`config.mk`:
```
export PLATFORM = sky130hd
export DESIGN_NAME = fetch_pc_ctrl_flat
export DESIGN_NICKNAME = d
export VERILOG_FILES = /design/src/rtl/fetch_pc_ctrl_if.sv /design/src/rtl/fetch_pc_ctrl.sv /design/src/flat_wrapper.sv
export SDC_FILE = /design/constraint.sdc
export NUM_CORES = 1
export LEC_CHECK = 0
export BUFFER_PORTS_ARGS = -buffer_cell sky130_fd_sc_hd__buf_2
export CAP_MARGIN = 20
export CELL_PAD_IN_SITES_DETAIL_PLACEMENT = 2
export CELL_PAD_IN_SITES_GLOBAL_PLACEMENT = 2
export CORE_MARGIN = 2
export CORE_UTILIZATION = 28
export CTS_CLUSTER_SIZE = 20
export DETAILED_ROUTE_END_ITERATION = 16
export PLACE_DENSITY_LB_ADDON = 0.1
export SLEW_MARGIN = 20
export SYNTH_ARGS = -nofsm -noshare
export SYNTH_HDL_FRONTEND = slang
export SYNTH_SLANG_ARGS = --single-unit
```
`constraint.sdc`:
```
create_clock -name clk -period 5.3 [get_ports clk]
set_input_delay 1.06 -clock clk [delete_from_list [all_inputs] [get_ports clk]]
set_output_delay 1.06 -clock clk [all_outputs]
set_load 0.1 [all_outputs]
```
`src/rtl/fetch_pc_ctrl_if.sv`:
```
// fetch_pc_ctrl_if: redirect/stall controls into Fetch and PC/flush status out of it.
interface fetch_pc_ctrl_if;
    logic        stall;
    logic        bj_taken;
    logic [15:0] bj_addr;
    logic        siic;
    logic        rti;
    logic        halt_req;
    logic [15:0] dec_pc_plus2;
    logic        jr_taken;
    logic [15:0] jr_addr;
    logic [15:0] pc;
    logic [15:0] pc_plus2;
    logic [15:0] epc;
    logic        flush_ifid;
    logic        flush_idex;
    logic        in_exc;
    logic        halted;
    logic        err;
    modport master (
        output stall, bj_taken, bj_addr, siic, rti, halt_req, dec_pc_plus2, jr_taken, jr_addr,
        input  pc, pc_plus2, epc, flush_ifid, flush_idex, in_exc, halted, err
    );
    modport slave (
        input  stall, bj_taken, bj_addr, siic, rti, halt_req, dec_pc_plus2, jr_taken, jr_addr,
        output pc, pc_plus2, epc, flush_ifid, flush_idex, in_exc, halted, err
    );
endinterface

```
`src/rtl/fetch_pc_ctrl.sv`:
```
// fetch_pc_ctrl: Fetch PC/EPC/state owner with redirect arbitration and pipeline squash generation.
module fetch_pc_ctrl #(
    parameter logic [15:0] EXC_VECTOR = 16'h0002,
    parameter logic [15:0] RESET_PC   = 16'h0000
) (
    input logic           clk,
    input logic           rst,
    fetch_pc_ctrl_if.slave bus
);
    typedef enum logic [1:0] {RUN, EXC, HALT} state_t;
    state_t      state, state_nx;
    logic [15:0] pc_r, pc_nx, epc_r, epc_nx, pc_seq;
    logic        fi, fe, er, dv;
    assign pc_seq = pc_r + 16'd2;
    assign dv     = !bus.stall && state != HALT && !bus.jr_taken;
    always_comb begin
        state_nx = state;
        pc_nx    = pc_r;
        epc_nx   = epc_r;
        fi       = 1'b0;
        fe       = 1'b0;
        er       = 1'b0;
        if (state == HALT) begin
        end else if (bus.jr_taken) begin
            pc_nx = bus.jr_addr;
            fi    = 1'b1;
            fe    = 1'b1;
        end else if (dv && bus.halt_req) begin
            state_nx = HALT;
            fi       = 1'b1;
        end else if (dv && bus.siic) begin
            fi = 1'b1;
            if (state == RUN) begin
                epc_nx   = bus.dec_pc_plus2;
                pc_nx    = EXC_VECTOR;
                state_nx = EXC;
            end else begin
                state_nx = HALT;
                er       = 1'b1;
            end
        end else if (dv && bus.rti) begin
            if (state == EXC) begin
                pc_nx    = epc_r;
                state_nx = RUN;
                fi       = 1'b1;
            end else begin
                er    = 1'b1;
                pc_nx = pc_seq;
            end
        end else if (dv && bus.bj_taken) begin
            pc_nx = bus.bj_addr;
            fi    = 1'b1;
        end else if (!bus.stall) begin
            pc_nx = pc_seq;
        end
    end
    always_ff @(posedge clk or negedge rst) begin
        if (!rst) begin
            state <= RUN;
            pc_r  <= RESET_PC;
            epc_r <= 16'h0000;
        end else begin
            state <= state_nx;
            pc_r  <= pc_nx;
            epc_r <= epc_nx;
        end
    end
    assign bus.pc         = pc_r;
    assign bus.pc_plus2   = pc_seq;
    assign bus.epc        = epc_r;
    assign bus.in_exc     = state == EXC;
    assign bus.halted     = state == HALT;
    assign bus.flush_ifid = rst & fi;
    assign bus.flush_idex = rst & fe;
    assign bus.err        = rst & er;
endmodule
```
`src/flat_wrapper.sv`:
```
// flat-port wrapper written by rule: the top's interface ports become plain ports
module fetch_pc_ctrl_flat 
#(
    parameter logic [15:0] EXC_VECTOR = 16'h0002,
    parameter logic [15:0] RESET_PC   = 16'h0000
)
  (clk, rst, bus_stall, bus_bj_taken, bus_bj_addr, bus_siic, bus_rti, bus_halt_req, bus_dec_pc_plus2, bus_jr_taken, bus_jr_addr, bus_pc, bus_pc_plus2, bus_epc, bus_flush_ifid, bus_flush_idex, bus_in_exc, bus_halted, bus_err);
  fetch_pc_ctrl_if bus_i ();
  input logic clk;
  input logic rst;
  input wire logic [$bits(bus_i.stall)-1:0] bus_stall;
  input wire logic [$bits(bus_i.bj_taken)-1:0] bus_bj_taken;
  input wire logic [$bits(bus_i.bj_addr)-1:0] bus_bj_addr;
  input wire logic [$bits(bus_i.siic)-1:0] bus_siic;
  input wire logic [$bits(bus_i.rti)-1:0] bus_rti;
  input wire logic [$bits(bus_i.halt_req)-1:0] bus_halt_req;
  input wire logic [$bits(bus_i.dec_pc_plus2)-1:0] bus_dec_pc_plus2;
  input wire logic [$bits(bus_i.jr_taken)-1:0] bus_jr_taken;
  input wire logic [$bits(bus_i.jr_addr)-1:0] bus_jr_addr;
  output wire logic [$bits(bus_i.pc)-1:0] bus_pc;
  output wire logic [$bits(bus_i.pc_plus2)-1:0] bus_pc_plus2;
  output wire logic [$bits(bus_i.epc)-1:0] bus_epc;
  output wire logic [$bits(bus_i.flush_ifid)-1:0] bus_flush_ifid;
  output wire logic [$bits(bus_i.flush_idex)-1:0] bus_flush_idex;
  output wire logic [$bits(bus_i.in_exc)-1:0] bus_in_exc;
  output wire logic [$bits(bus_i.halted)-1:0] bus_halted;
  output wire logic [$bits(bus_i.err)-1:0] bus_err;
  assign bus_i.stall = bus_stall;
  assign bus_i.bj_taken = bus_bj_taken;
  assign bus_i.bj_addr = bus_bj_addr;
  assign bus_i.siic = bus_siic;
  assign bus_i.rti = bus_rti;
  assign bus_i.halt_req = bus_halt_req;
  assign bus_i.dec_pc_plus2 = bus_dec_pc_plus2;
  assign bus_i.jr_taken = bus_jr_taken;
  assign bus_i.jr_addr = bus_jr_addr;
  assign bus_pc = bus_i.pc;
  assign bus_pc_plus2 = bus_i.pc_plus2;
  assign bus_epc = bus_i.epc;
  assign bus_flush_ifid = bus_i.flush_ifid;
  assign bus_flush_idex = bus_i.flush_idex;
  assign bus_in_exc = bus_i.in_exc;
  assign bus_halted = bus_i.halted;
  assign bus_err = bus_i.err;
  fetch_pc_ctrl #(.EXC_VECTOR(EXC_VECTOR), .RESET_PC(RESET_PC)) u_core (.clk(clk), .rst(rst), .bus(bus_i));
endmodule
```
Yosys cells after proc, flatten, opt, wreduce, memory -nomap -nowiden
Index checks and enable logic that the tools add are counted.

Logic and storage cells: 59. Register bits: 34. Input bits: 56. Output and inout bits: 53.

Equality and inequality tests: 6. Mux-type cells: 29. Add/subtract/negate cells: 1. Reduce and logical (&&, ||, !) cells: 14. Bitwise operators: 6.

Operators with widths (count): $mux W16 (8); $add A16 B2 Y16 const B (1); $mux W1 (16); $mux W2 (5); $reduce_and A4 Y1 (2); $logic_and A1 B1 Y1 (6); $reduce_bool A3 Y1 (2); $ne A5 B1 Y1 const B (1); $reduce_and A5 Y1 (1); $ne A2 B2 Y1 const B (2); $and A1 B1 Y1 (3); $ne A3 B3 Y1 const B (1); $not A1 Y1 (3); $eq A2 B1 Y1 const B (1); $eq A2 B2 Y1 const B (1); $logic_not A1 Y1 (2); $logic_not A2 Y1 (1).

Depth between registers and ports, before layout
Depth after elaboration: 11. Depth in mapped cells: 7. Mapped depth without buffers: 6.

Least setup slack after synthesis
Ideal clock, no wire load.

Kind: input to output. Start: input bus_jr_taken. End: output bus_err. Buffers on the path: 2. Arrival time: 3.919 ns. Stages on the path: 5. Required time: 4.240 ns. Setup slack: 0.321 ns. Cells stage by stage: clkbuf_1 or2_1 or3_1 buf_6 a2111oi_2.

Cells in the longest elaborated chain, start to end: 9. Elaborated cells on any way between the ends: 11. Those cells by class: mux: 5; bitwise: 1; reduce/logical: 5.

RTL lines: start, declared (line flat_wrapper.sv:18) `input wire logic [$bits(bus_i.jr_taken)-1:0] bus_jr_taken;`; $logic_not A1 Y1 (line fetch_pc_ctrl.sv:15) `assign dv = !bus.stall && state != HALT && !bus.jr_taken;`; $logic_and A1 B1 Y1 (line fetch_pc_ctrl.sv:15); $logic_and A1 B1 Y1 (line fetch_pc_ctrl.sv:41) `end else if (dv && bus.rti) begin`; $mux W1 (line fetch_pc_ctrl.sv:41); $mux W1 (line fetch_pc_ctrl.sv:31) `end else if (dv && bus.siic) begin`; $mux W1 (line fetch_pc_ctrl.sv:28) `end else if (dv && bus.halt_req) begin`; $mux W1 * (line fetch_pc_ctrl.sv:24) `end else if (bus.jr_taken) begin`; $mux W1 * (line fetch_pc_ctrl.sv:23) `if (state == HALT) begin`; $and A1 B1 Y1 * (line fetch_pc_ctrl.sv:75) `assign bus.err = rst & er;`; end, declared (line flat_wrapper.sv:27) `output wire logic [$bits(bus_i.err)-1:0] bus_err;`.

Mark *: on every way between the ends. The rest lies on a longest branch, timed or not.

Final worst setup path
Ends and elaborated chain as after synthesis.

==> results.sh <==
export IMPL_run_status="complete, no violations"
export IMPL_synth_cells_most_frequent="34 x dfrtp_1, 24 x o21ai_0, 20 x nand2_1, 20 x nor2_1, 18 x mux2_2"
export IMPL_vias_in_the_first_global_route=2613
export IMPL_synth_area_top_cells="dfrtp_1 37%, mux2_2 8.8%, o21ai_0 5.2%, nand2_1 3.3%, nor2_1 3.3%"
export IMPL_syn_area_per_cell_sq_um=8.749
export IMPL_max_cap_viol_count=0
export IMPL_timing_critical_path_from_type="input pin"
export IMPL_worst_r2r_startpoint="u_core.state[1]"
export IMPL_numPortBuffers=108
export IMPL_grt_pass1_wl_microns=14200
export IMPL_antenna_left=0
export IMPL_core_sq_um=8093
export IMPL_antenna_violations_before_repair=0
export IMPL_numClockSinks=34
export IMPL_synth_edff_count=0
export IMPL_design_final_nets=423
export IMPL_die_area_sq_um=8959
export IMPL_clockRootBuffer="clkbuf_8"
export IMPL_timing_worst_slew_pin_value_ns=0.8569
export IMPL_max_clock_freq_mhz=239.6
export IMPL_synth_cell_types=51
export IMPL_critical_path_max_fanout=26
export IMPL_fillers=1012
export IMPL_routed_wire_length_per_instance_microns=19.39
export IMPL_yosys_warnings=0
export IMPL_number_of_inserted_diodes=0
export IMPL_dpl_worst_slack_ns=1.104
export IMPL_grtUsageTotal_pct=20.64
export IMPL_critical_path_required_ns=4.24
export IMPL_rsz0062_at_grt="no"
export IMPL_synth_cells=263
export IMPL_syn_std_cell_area_sq_um=2301
export IMPL_timing_clock_skew_ns=0.006044
export IMPL_dr_first_iter_drc_count=113
export IMPL_cts_buffer_count=5
export IMPL_worst_hold_path_type="register to register"
export IMPL_multi_input_area_sq_um=1334
export IMPL_yosysMostFrequentCell="dfrtp_1"
export IMPL_finalHoldViolations=0
export IMPL_finalCriticalPeriod_ns=4.174
export IMPL_worst_r2r_setup_slack_ns=3.02
export IMPL_area_growth_synth_to_final_pct=30.34
export IMPL_fraction_of_layout_instances_using_a_drive_strength_above_1_pct=38.80
export IMPL_post_synth_top_area_cell="dfrtp_1"
export IMPL_start_util_pct=28.43
export IMPL_maximum_number_of_pins_on_one_net_before_global_route_repair=27
export IMPL_cts_resized_gates=0
export IMPL_top_level_ports=109
export IMPL_layout_setup_ws_ns=1.126
export IMPL_placement_rows=33
export IMPL_seq_area_sq_um=850.8
export IMPL_yosysTopAreaCellShare_pct=36.98
export IMPL_crit_path_kind="input pin to output pin"
export IMPL_finalCritPeriodShare_pct=78.76
export IMPL_setup_tns_ns=0
export IMPL_yosys_register_bits=34
export IMPL_synth_sequential_area_ratio_pct=36.98
export IMPL_cts_root_to_sink_buffers=2
export IMPL_floorplan_die_height_microns=94.65
export IMPL_routabilityCongestion=0.7716
export IMPL_cp_arrival_ns=3.11
export IMPL_drt_drc_violations_left=0
export IMPL_final_max_slew_violation_count=0
export IMPL_firstDrtPassIters=4
export IMPL_hpwl_microns=7162
export IMPL_dr_total_vias=2559
export IMPL_setup_violations=0
export IMPL_totalWireLength_microns=9132
export IMPL_tritoncts_clock_tree="done"
export IMPL_worst_setup_path_startpoint="bus_jr_taken"
export IMPL_async_reset_ff_share_pct=100.0
export IMPL_cts_setup_buffers=0
export IMPL_synth_flop_cell="dfrtp_1"
export IMPL_grt_ovfl_total=0
export IMPL_clock_latency_reported_for_the_late_side_of_the_worst_skew_pair_ns=0.29
export IMPL_hold_path_startpoint="u_core.bus.epc[7]"
export IMPL_synth_fp_nets=320
export IMPL_max_slew_margin_rel_pct=42.66
export IMPL_htree_num_levels=2
export IMPL_clk_transition_reported_paths_ns=0.07
export IMPL_endpoint_kind="output pin"
export IMPL_hold_buffers=0
export IMPL_chipWidth_microns=94.65
export IMPL_via_density=5.433
==> routing by layer <==
| metal | GRT usage [%] | share of wire (%) | up-vias | routed length, microns |
|---|---|---|---|---|
| met4 | 4.227 | 0.84 | 0 | 77 |
| met3 | 2.873 | 4.5 | 6 | 413 |
| met5 | 0 | 0 | - | 0 |
| li1 | - | - | 1189 | - |
| met2 | 33.75 | 48 | 61 | 4395 |
| met1 | 29.13 | 46 | 1303 | 4246 |
==> cell families after synthesis <==
logic type	Yosys count	share of synthesized area [%]
AND/OR/NAND/NOR	93	20.77
AO/OA/AOI/OAI	77	22.84
flip-flops	34	36.98
buffers and inverters	27	5.057
multiplexers	19	9.244
XOR/XNOR	12	4.568
adder cells (fa/ha/maj)	1	0.5437
==> per-stage QoR <==
stage	utilization (%)	hold slack (ns)	std cells	cell area [sq um]
global route	37.06	0.5692	471	2999
CTS	37.06	0.5390	471	2999
global placement	36.09	0.5232	464	2920
finish	37.06	0.5310	471	2999
detailed placement	36.09	0.5208	464	2920
floorplan	-	0.5293	263	2301
==> worst max-delay path, cell delays in order <==
cell and delay, ns:
buf_2 0.25, or2_1 0.31, or3_1 0.55, a2111oi_2 0.44, buf_2 0.50
==> final timing paths <==
| path | endpoint | cells past startpoint |
|---|---|---|
| hold / removal | u_core.bus.epc[7] | 1 |
| max in group asynchronous | u_core.bus.epc[14] | 2 |
| setup reg to reg | u_core.bus.pc[0] | 6 |
| min in group asynchronous | u_core.bus.pc[12] | 1 |
| setup / recovery | bus_err | 5 |
| hold reg to reg | u_core.bus.epc[7] | 1 |
==> layout make-up <==
type                            instances  area share (%)
Clock buffer                            5           2.295
Clock inverter                          2          0.3338
Inverter                               13           1.627
Multi-Input combinational cell        202           44.47
Sequential cell                        34           28.37
Tap cell                              105           4.380
Timing Repair Buffer                  110           18.52
==> cells in the final DEF (no fill, tap or decap), drive strengths merged, types with 3 or more instances in the layout <==
| cell type | netlist | layout |
|---|---|---|
| nand3 | 9 | 9 |
| nand4 | 6 | 6 |
| o21ai | 26 | 26 |
| xnor2 | 6 | 6 |
| buf | 5 | 110 |
| xor2 | 6 | 6 |
| nor2 | 20 | 20 |
| o221ai | 6 | 6 |
| mux2 | 18 | 18 |
| a21oi | 9 | 9 |
| clkbuf | 9 | 5 |
| nor2b | 6 | 6 |
| a31oi | 8 | 8 |
| nor4b | 3 | 3 |
| nand2b | 3 | 3 |
| and3 | 3 | 3 |
| or3 | 7 | 7 |
| inv | 12 | 12 |
| o211ai | 6 | 6 |
| nor3 | 8 | 8 |
| dfrtp | 34 | 34 |
| nand2 | 20 | 20 |
| a211oi | 4 | 4 |
| clkinv | 1 | 3 |
==> flip-flops by register name, summed over array words and instances, names as in the netlist <==
register and flops:
u_core.state 2, u_core.bus.epc 16, u_core.bus.pc 16
Power is left out: the tool's default activity adds up to more than one toggle a clock period on the data nets, which glitch-free logic cannot reach.
